[src/rtl/fifo_ctrl_if.sv]
// fifo_ctrl_if: two push requesters, one pop consumer, the external memory
// write/read ports and the status/error flags of the FIFO controller.
interface fifo_ctrl_if #(
    parameter int DATA_W = 8,
    parameter int ADDR_W = 4
);
    logic              req0;
    logic [DATA_W-1:0] data0;
    logic              gnt0;
    logic              req1;
    logic [DATA_W-1:0] data1;
    logic              gnt1;
    logic              pop;
    logic              rd_valid;
    logic [DATA_W-1:0] mem_write_data;
    logic [ADDR_W-1:0] mem_write_addr;
    logic              mem_write_enable;
    logic [ADDR_W-1:0] mem_read_addr;
    logic              mem_read_enable;
    logic              full;
    logic              empty;
    logic [ADDR_W-1:0] count;
    logic              err_ovf;
    logic              err_udf;
    logic              err_clr;

    // Requester / consumer side
    modport master (
        output req0, data0, req1, data1, pop, err_clr,
        input  gnt0, gnt1, rd_valid,
        input  mem_write_data, mem_write_addr, mem_write_enable,
        input  mem_read_addr, mem_read_enable,
        input  full, empty, count, err_ovf, err_udf
    );

    // Controller side
    modport slave (
        input  req0, data0, req1, data1, pop, err_clr,
        output gnt0, gnt1, rd_valid,
        output mem_write_data, mem_write_addr, mem_write_enable,
        output mem_read_addr, mem_read_enable,
        output full, empty, count, err_ovf, err_udf
    );
endinterface

[src/rtl/fifo_ctrl.sv]
// fifo_ctrl: 8-entry FIFO controller in front of an external dual-port memory.
// Two requesters share the push side through a round-robin arbiter; one
// consumer pops, with read data valid one cycle after an accepted pop.
// Optional sticky overflow/underflow flags are built when the macro
// FIFO_CTRL_ERR_FLAGS_EN is defined; otherwise the flags are tied low.
module fifo_ctrl #(
    parameter int DATA_W = 8,
    parameter int ADDR_W = 4
) (
    input  logic        clk,
    input  logic        rst,
    fifo_ctrl_if.slave  bus
);
    localparam int IDX_W = ADDR_W - 1;
    localparam logic [ADDR_W-1:0] PTR_ONE = {{(ADDR_W-1){1'b0}}, 1'b1};

    typedef enum logic {LAST_REQ0 = 1'b0, LAST_REQ1 = 1'b1} last_t;

    last_t             last_q;
    last_t             last_d;
    logic [ADDR_W-1:0] wr_ptr;
    logic [ADDR_W-1:0] rd_ptr;
    logic              full_p0;
    logic              empty_p0;
    logic [ADDR_W-1:0] count_p0;
    logic              gnt0_p0;
    logic              gnt1_p0;
    logic              push_p0;
    logic              pop_acc_p0;
    logic              vld_p1;

    // Occupancy is derived purely from the pointers; the wrap bit separates
    // full from empty when the index bits match.
    assign empty_p0 = (wr_ptr == rd_ptr);
    assign full_p0  = (wr_ptr[ADDR_W-1] != rd_ptr[ADDR_W-1]) &&
                      (wr_ptr[IDX_W-1:0] == rd_ptr[IDX_W-1:0]);
    assign count_p0 = wr_ptr - rd_ptr;

    // Arbiter: grant a lone requester, alternate on contention, none while full or in reset
    always_comb begin
        gnt0_p0 = 1'b0;
        gnt1_p0 = 1'b0;
        last_d  = last_q;
        if (!rst && !full_p0) begin
            if (bus.req0 && (!bus.req1 || last_q == LAST_REQ1)) begin
                gnt0_p0 = 1'b1;
                last_d  = LAST_REQ0;
            end else if (bus.req1) begin
                gnt1_p0 = 1'b1;
                last_d  = LAST_REQ1;
            end
        end
    end

    assign push_p0    = gnt0_p0 | gnt1_p0;
    assign pop_acc_p0 = !rst && bus.pop && !empty_p0;

    // Last-winner register; reset favours requester 0 on the first contention
    always_ff @(posedge clk or posedge rst) begin
        if (rst) begin
            last_q <= LAST_REQ1;
        end else begin
            last_q <= last_d;
        end
    end

    // Pointers advance on the same edge the memory captures / reads
    always_ff @(posedge clk or posedge rst) begin
        if (rst) begin
            wr_ptr <= '0;
            rd_ptr <= '0;
        end else begin
            if (push_p0) begin
                wr_ptr <= wr_ptr + PTR_ONE;
            end
            if (pop_acc_p0) begin
                rd_ptr <= rd_ptr + PTR_ONE;
            end
        end
    end

    // ---- stage p0 -> p1: read data from the memory is valid one cycle after the pop
    always_ff @(posedge clk or posedge rst) begin
        if (rst) begin
            vld_p1 <= 1'b0;
        end else begin
            vld_p1 <= pop_acc_p0;
        end
    end

`ifdef FIFO_CTRL_ERR_FLAGS_EN
    logic ovf_q;
    logic udf_q;

    // Sticky error flags; a fresh error in the clearing cycle keeps the flag set
    always_ff @(posedge clk or posedge rst) begin
        if (rst) begin
            ovf_q <= 1'b0;
            udf_q <= 1'b0;
        end else begin
            if ((bus.req0 || bus.req1) && full_p0) begin
                ovf_q <= 1'b1;
            end else if (bus.err_clr) begin
                ovf_q <= 1'b0;
            end
            if (bus.pop && empty_p0) begin
                udf_q <= 1'b1;
            end else if (bus.err_clr) begin
                udf_q <= 1'b0;
            end
        end
    end

    assign bus.err_ovf = ovf_q;
    assign bus.err_udf = udf_q;
`else
    logic unused_err_clr;
    assign unused_err_clr = bus.err_clr;
    assign bus.err_ovf    = 1'b0;
    assign bus.err_udf    = 1'b0;
`endif

    assign bus.gnt0             = gnt0_p0;
    assign bus.gnt1             = gnt1_p0;
    assign bus.mem_write_enable = push_p0;
    assign bus.mem_write_data   = gnt1_p0 ? bus.data1 : bus.data0;
    assign bus.mem_write_addr   = wr_ptr;
    assign bus.mem_read_enable  = pop_acc_p0;
    assign bus.mem_read_addr    = rd_ptr;
    assign bus.rd_valid         = vld_p1;
    assign bus.full             = full_p0;
    assign bus.empty            = empty_p0;
    assign bus.count            = count_p0;
endmodule

[src/flat_wrapper.sv]
// flat-port wrapper written by rule: the top's interface ports become plain ports
module fifo_ctrl_flat 
#(
    parameter int DATA_W = 8,
    parameter int ADDR_W = 4
)
  (clk, rst, bus_req0, bus_data0, bus_req1, bus_data1, bus_pop, bus_err_clr, bus_gnt0, bus_gnt1, bus_rd_valid, bus_mem_write_data, bus_mem_write_addr, bus_mem_write_enable, bus_mem_read_addr, bus_mem_read_enable, bus_full, bus_empty, bus_count, bus_err_ovf, bus_err_udf);
  fifo_ctrl_if #(.DATA_W(DATA_W), .ADDR_W(ADDR_W)) bus_i ();
  input  logic clk;
  input  logic rst;
  input wire logic [$bits(bus_i.req0)-1:0] bus_req0;
  input wire logic [$bits(bus_i.data0)-1:0] bus_data0;
  input wire logic [$bits(bus_i.req1)-1:0] bus_req1;
  input wire logic [$bits(bus_i.data1)-1:0] bus_data1;
  input wire logic [$bits(bus_i.pop)-1:0] bus_pop;
  input wire logic [$bits(bus_i.err_clr)-1:0] bus_err_clr;
  output wire logic [$bits(bus_i.gnt0)-1:0] bus_gnt0;
  output wire logic [$bits(bus_i.gnt1)-1:0] bus_gnt1;
  output wire logic [$bits(bus_i.rd_valid)-1:0] bus_rd_valid;
  output wire logic [$bits(bus_i.mem_write_data)-1:0] bus_mem_write_data;
  output wire logic [$bits(bus_i.mem_write_addr)-1:0] bus_mem_write_addr;
  output wire logic [$bits(bus_i.mem_write_enable)-1:0] bus_mem_write_enable;
  output wire logic [$bits(bus_i.mem_read_addr)-1:0] bus_mem_read_addr;
  output wire logic [$bits(bus_i.mem_read_enable)-1:0] bus_mem_read_enable;
  output wire logic [$bits(bus_i.full)-1:0] bus_full;
  output wire logic [$bits(bus_i.empty)-1:0] bus_empty;
  output wire logic [$bits(bus_i.count)-1:0] bus_count;
  output wire logic [$bits(bus_i.err_ovf)-1:0] bus_err_ovf;
  output wire logic [$bits(bus_i.err_udf)-1:0] bus_err_udf;
  assign bus_i.req0 = bus_req0;
  assign bus_i.data0 = bus_data0;
  assign bus_i.req1 = bus_req1;
  assign bus_i.data1 = bus_data1;
  assign bus_i.pop = bus_pop;
  assign bus_i.err_clr = bus_err_clr;
  assign bus_gnt0 = bus_i.gnt0;
  assign bus_gnt1 = bus_i.gnt1;
  assign bus_rd_valid = bus_i.rd_valid;
  assign bus_mem_write_data = bus_i.mem_write_data;
  assign bus_mem_write_addr = bus_i.mem_write_addr;
  assign bus_mem_write_enable = bus_i.mem_write_enable;
  assign bus_mem_read_addr = bus_i.mem_read_addr;
  assign bus_mem_read_enable = bus_i.mem_read_enable;
  assign bus_full = bus_i.full;
  assign bus_empty = bus_i.empty;
  assign bus_count = bus_i.count;
  assign bus_err_ovf = bus_i.err_ovf;
  assign bus_err_udf = bus_i.err_udf;
  fifo_ctrl #(.DATA_W(DATA_W), .ADDR_W(ADDR_W)) u_core (.clk(clk), .rst(rst), .bus(bus_i));
endmodule
[config.mk]
export PLATFORM = sky130hd
export DESIGN_NAME = fifo_ctrl_flat
export DESIGN_NICKNAME = d
export VERILOG_FILES = /design/src/rtl/fifo_ctrl_if.sv /design/src/rtl/fifo_ctrl.sv /design/src/flat_wrapper.sv
export SDC_FILE = /design/constraint.sdc
export NUM_CORES = 1
export LEC_CHECK = 0
export ABC_AREA = 1
export CAP_MARGIN = 20
export CORE_MARGIN = 2
export CORE_UTILIZATION = 25
export CTS_BUF_LIST = sky130_fd_sc_hd__clkbuf_16
export CTS_CLUSTER_DIAMETER = 60
export CTS_CLUSTER_SIZE = 20
export DETAILED_ROUTE_END_ITERATION = 10
export PLACE_DENSITY_LB_ADDON = 0.1
export SETUP_SLACK_MARGIN = 0.1
export SYNTH_ARGS = -nofsm -noshare
export SYNTH_HDL_FRONTEND = slang
export SYNTH_SLANG_ARGS = --single-unit
[constraint.sdc]
create_clock -name clk -period 4.4 [get_ports clk]
set_clock_uncertainty 0.05 [all_clocks]
set_input_delay 0.66 -clock clk [delete_from_list [all_inputs] [get_ports clk]]
set_output_delay 0.66 -clock clk [all_outputs]
set_load 0.05 [all_outputs]
-- Word-level counts from Yosys, hierarchy flattened
Cells that the tools add are included.
- logic and storage cells: 31
- bits of input ports: 22
- register bits: 10
- output and inout port bits: 29
- $add $sub $neg: 3
- eq/ne operators: 3
- bitwise operators: 1
- muxes and demuxes: 8
- reductions and logical operators: 12
- operators with widths (operator ; count):
    4-bit by 1-bit adder with 4-bit output (second input constant) ; 2
    8-bit 2-to-1 mux ; 1
    1-bit 2-to-1 mux ; 7
    1-bit logical AND ; 5
    4-bit equality test ; 1
    1-bit zero test ; 4
    4-bit subtractor ; 1
    3-bit equality test ; 1
    2-bit AND reduction ; 1
    2-bit nonzero test ; 1
    1-bit logical OR ; 1
    1-bit inequality test ; 1
    1-bit bitwise OR ; 1

-- Longest topological paths before layout
- depth after elaboration: 6
- mapped depth: 8
- gate-level depth less buffers: 8

-- Worst setup path after synthesis
No wires, ideal clock.
- path kind: register to output
- from: register u_core.rd_ptr[1], in the netlist u_core.bus.mem_read_addr[1]
- to: output bus_gnt0
- stages on the path, launching flop included: 8
- path buffers: 0
- data required time: 3.690 ns
- data arrival time: 2.486 ns
- path slack: 1.204 ns
- cells stage by stage: dfrtp_1 -> inv_1 -> ha_1 -> nand2_1 -> nor2_4 -> nand2_4 -> nand2_1 -> nor3_1
- cells in the longest elaborated chain, start to end: 5
- ends and longest elaborated chain (item ; RTL line ; RTL):
    from (decl) ; fifo_ctrl.sv:22 ; logic [ADDR_W-1:0] rd_ptr;
    from (signal assigned) ; fifo_ctrl.sv:77 ; rd_ptr <= rd_ptr + PTR_ONE;
    3-bit equality test ; fifo_ctrl.sv:36 ; (wr_ptr[IDX_W-1:0] == rd_ptr[IDX_W-1:0]);
    1-bit logical AND ; fifo_ctrl.sv:35 ; assign full_p0 = (wr_ptr[ADDR_W-1] != rd_ptr[ADDR_W-1]) &&
    1-bit zero test ; fifo_ctrl.sv:44 ; if (!rst && !full_p0) begin
    1-bit logical AND ; fifo_ctrl.sv:44 ;
    1-bit 2-to-1 mux ; fifo_ctrl.sv:44 ;
    to (decl) ; flat_wrapper.sv:17 ; output wire logic [$bits(bus_i.gnt0)-1:0] bus_gnt0;
No other way between the ends.

-- Final worst setup path
- from: input rst
- to: output bus_mem_write_enable
- cells in the longest elaborated chain, start to end: 4
- elaborated cells on any way between the ends: 5
- classes of those cells: mux (2); bitwise (1); reduce/logical (2)
- ends and longest elaborated chain (item ; RTL line ; RTL):
    from (decl) ; flat_wrapper.sv:10 ; input logic rst;
    1-bit zero test * ; fifo_ctrl.sv:44 ;
    1-bit logical AND * ; fifo_ctrl.sv:44 ;
    1-bit 2-to-1 mux ; fifo_ctrl.sv:44 ;
    1-bit bitwise OR * ; fifo_ctrl.sv:55 ; assign push_p0 = gnt0_p0 | gnt1_p0;
    to (decl) ; flat_wrapper.sv:22 ; output wire logic [$bits(bus_i.mem_write_enable)-1:0] bus_mem_write_enable;
Every way passes the cells marked *; elsewhere a longest branch is shown, timed or not.

==> impl_metrics.ini <==
[timing]
final_hold_viol_count = 0
worst_pin_slew_ns = 0.5068
maxSlewViolCount = 0
min_period_ns = 3.459
tns_ns = 0
fin_crit_sh = 0.7862
max_freq_mhz = 289.1
setup_slack_ns = 0.9407
max_slew_margin = 0.6611
fin_hold_ws_ns = 0.4409
rsz0062_at_grt = no
setup_viol_count_final = 0

[synthesis]
synth_area_leaders = dfrtp_1 25%, nand2_1 20%, inv_1 9.1%, nand4_1 8.9%, ha_1 6.9%
netlist_area_um2 = 909.6
synth-edff-count = 0
synth_commonest_cells = 49 x nand2_1, 22 x inv_1, 13 x nand4_1
yosys.area.top_type_share = 0.2476
ys_ff_latch = 10
ys_warn_count = 0
synth_top_area_cell = dfrtp_1
yosysUniqueCellTypes = 27
syn-mean-instance-area_um2 = 7.051
ys_seq_area_frac = 0.2765
synthFlopType = dfrtp_1
syn_inst = 129
async_reset_ff_frac = 1.000
yosys.cell_count.top_type = nand2_1

[floorplan]
rows = 21
die_w_um = 64.32
start_util = 0.2663
io_pins = 51
core_region_area_um2 = 3416
die_h_um = 64.32
die_area_um2 = 4137

[detailed_routing]
route.vias.total = 963
wirelength_mm = 2.354
dr.first_iter.drc_count = 21
drc = 0
postRouteAntennaNets = 0
avgViaCountPerCell = 4.299
wl_per_cell_um = 10.51
dr.pass1.iters = 4

[run]
maxCapViolations = 0

[setup_path]
r2r_end = u_core.bus.mem_write_addr[2]$_DFFE_PP0P_
regToRegSetupSlack_ns = 2.69
crit_end = bus_mem_write_enable
worstPathMaxFanout = 13
crit_type = primary input to output port
crit_start = rst
reg2reg_from = u_core.bus.mem_read_addr[1]$_DFFE_PP0P_
arrival_ns = 2.75
rr_worst_depth = 8
setup.worst_path.end_class = output port
worstSetupStartpointType = primary input
required_ns = 3.69

[cts]
hold_buffers = 0
cts_setup_buffers = 0
numCtsBuffers = 3
ctsResizeCount = 0
clock-sinks = 10
cts_tree = built
cts.path.max_buffers = 2
clk_pin_slew_ns = 0.04
htree_num_levels = 1
root_buffer = clkbuf_16
clk_latency_ns = 0.23

[power]
p_switching_w = 0.0007688
pwr-share-comb = 0.734
seqPwrFrac = 0.149
powerDensity_nw_per_um2 = 908.5
vdd_drop_max_uv = 540.3
internal-power_w = 0.0005817
p_clk_frac = 0.117
switching_share = 0.5693
leakagePower_nw = 0.7660

[placement]
placed_cell_area_um2 = 1408
port_buffers = 47
post-place-ws_ns = 0.9259
hpwl_mm = 1.890
place.gp.congestion = 0.7257

[global_route]
grt_start_max_net_pins = 17
grt_overflow_total = 0
grt_pass1_wl_mm = 3.870
first_global_vias = 860
antenna_found_initial = 0
grt_usage = 0.1172

[cells_and_area]
num_antenna_cells = 0
multi_input_area_um2 = 534.3
design_area_um2 = 1486
area_growth_pct = 63.41
layout-drive-gt1-share = 0.07865
regArea_um2 = 251.5
fillers = 364
layout.nets = 207

[hold_path]
hp-class = register to register

[status]
status = complete, no violations
-- per-layer routing --
layer / share of wire / global-route usage
met1: 0.46 / 0.1453
met2: 0.49 / 0.2005
met3: 0.041 / 0.04577
met4: 0 / 0.007979
met5: 0 / 0
-- metrics by stage --
step / util / power [W] / std cells
5_1_grt: 0.4352 / 0.001444 / 224
4_1_cts: 0.4352 / 0.001369 / 224
3_3_place_gp: 0.4121 / 0.001198 / 220
2_1_floorplan: - / 0.0009078 / 130
3_5_place_dp: 0.4121 / 0.001204 / 220
6_report: 0.4352 / 0.001350 / 224
-- cell type report --
type                       instances  area share
clock buffer                       3     0.05050
clock inverter                     1    0.002525
inverter                          23     0.05808
multi-input combinational         93      0.3594
sequential                        10      0.1692
tap                               46     0.03872
timing repair buffer              48      0.3215
-- cell usage in the layout (no fill, tap or decap), types with 2 or more instances in the layout --
master and instances:
nand2_2 2, clkbuf_16 3, nand2_1 49, clkdlybuf4s50_1 47, dfrtp_1 9, inv_1 23
conb_1 2, nand3_1 5, nor2_1 3, nand4_1 13, nand2_4 2, ha_1 5
-- worst min-delay path by stage --
stage | from | end | slack (ns) | depth (start not counted)
after floorplan | u_core.last_q$_DFFE_PP1P_ | u_core.last_q$_DFFE_PP1P_ | 0.42 | 2
after global placement | u_core.last_q$_DFFE_PP1P_ | u_core.last_q$_DFFE_PP1P_ | 0.43 | 2
after detailed placement | u_core.last_q$_DFFE_PP1P_ | u_core.last_q$_DFFE_PP1P_ | 0.43 | 2
after CTS | u_core.last_q$_DFFE_PP1P_ | u_core.last_q$_DFFE_PP1P_ | 0.44 | 2
after global routing | u_core.last_q$_DFFE_PP1P_ | u_core.last_q$_DFFE_PP1P_ | 0.47 | 2
final | u_core.last_q$_DFFE_PP1P_ | u_core.last_q$_DFFE_PP1P_ | 0.44 | 2
-- flip-flops by register name (all words and copies together) (netlist names) --
register and cells:
u_core.bus.mem_read_addr 4, u_core.bus.rd_valid 1, u_core.last_q 1, u_core.bus.mem_write_addr 4
-- cells by family after synthesis --
kind of cell | after synthesis | synth area share
flops | 10 | 0.2765
buf+inv | 27 | 0.1403
fa+ha+maj | 6 | 0.09078
compound gates | 3 | 0.02888
other cells | 1 | 0.004123
simple gates | 80 | 0.4402
xor+xnor | 2 | 0.01926
-- worst max-delay path: stages --
cell	delay (ns)
clkdlybuf4s50_1	0.48
clkinv_1	0.37
buf_4	0.35
nand3_2	0.15
inv_1	0.05
clkdlybuf4s50_1	0.69
-- power groups by stage --
stage	clock [W]	combinational [W]	sequential [W]
5_1_grt	0.000168	0.00106	0.000212
4_1_cts	0.000163	0.00100	0.000202
3_3_place_gp	0	0.000995	0.000202
6_report	0.000158	0.000991	0.000201
3_5_place_dp	0	0.00100	0.000203
2_1_floorplan	0	0.000598	0.000309
No activity file was read; power rests on OpenSTA's default activity.
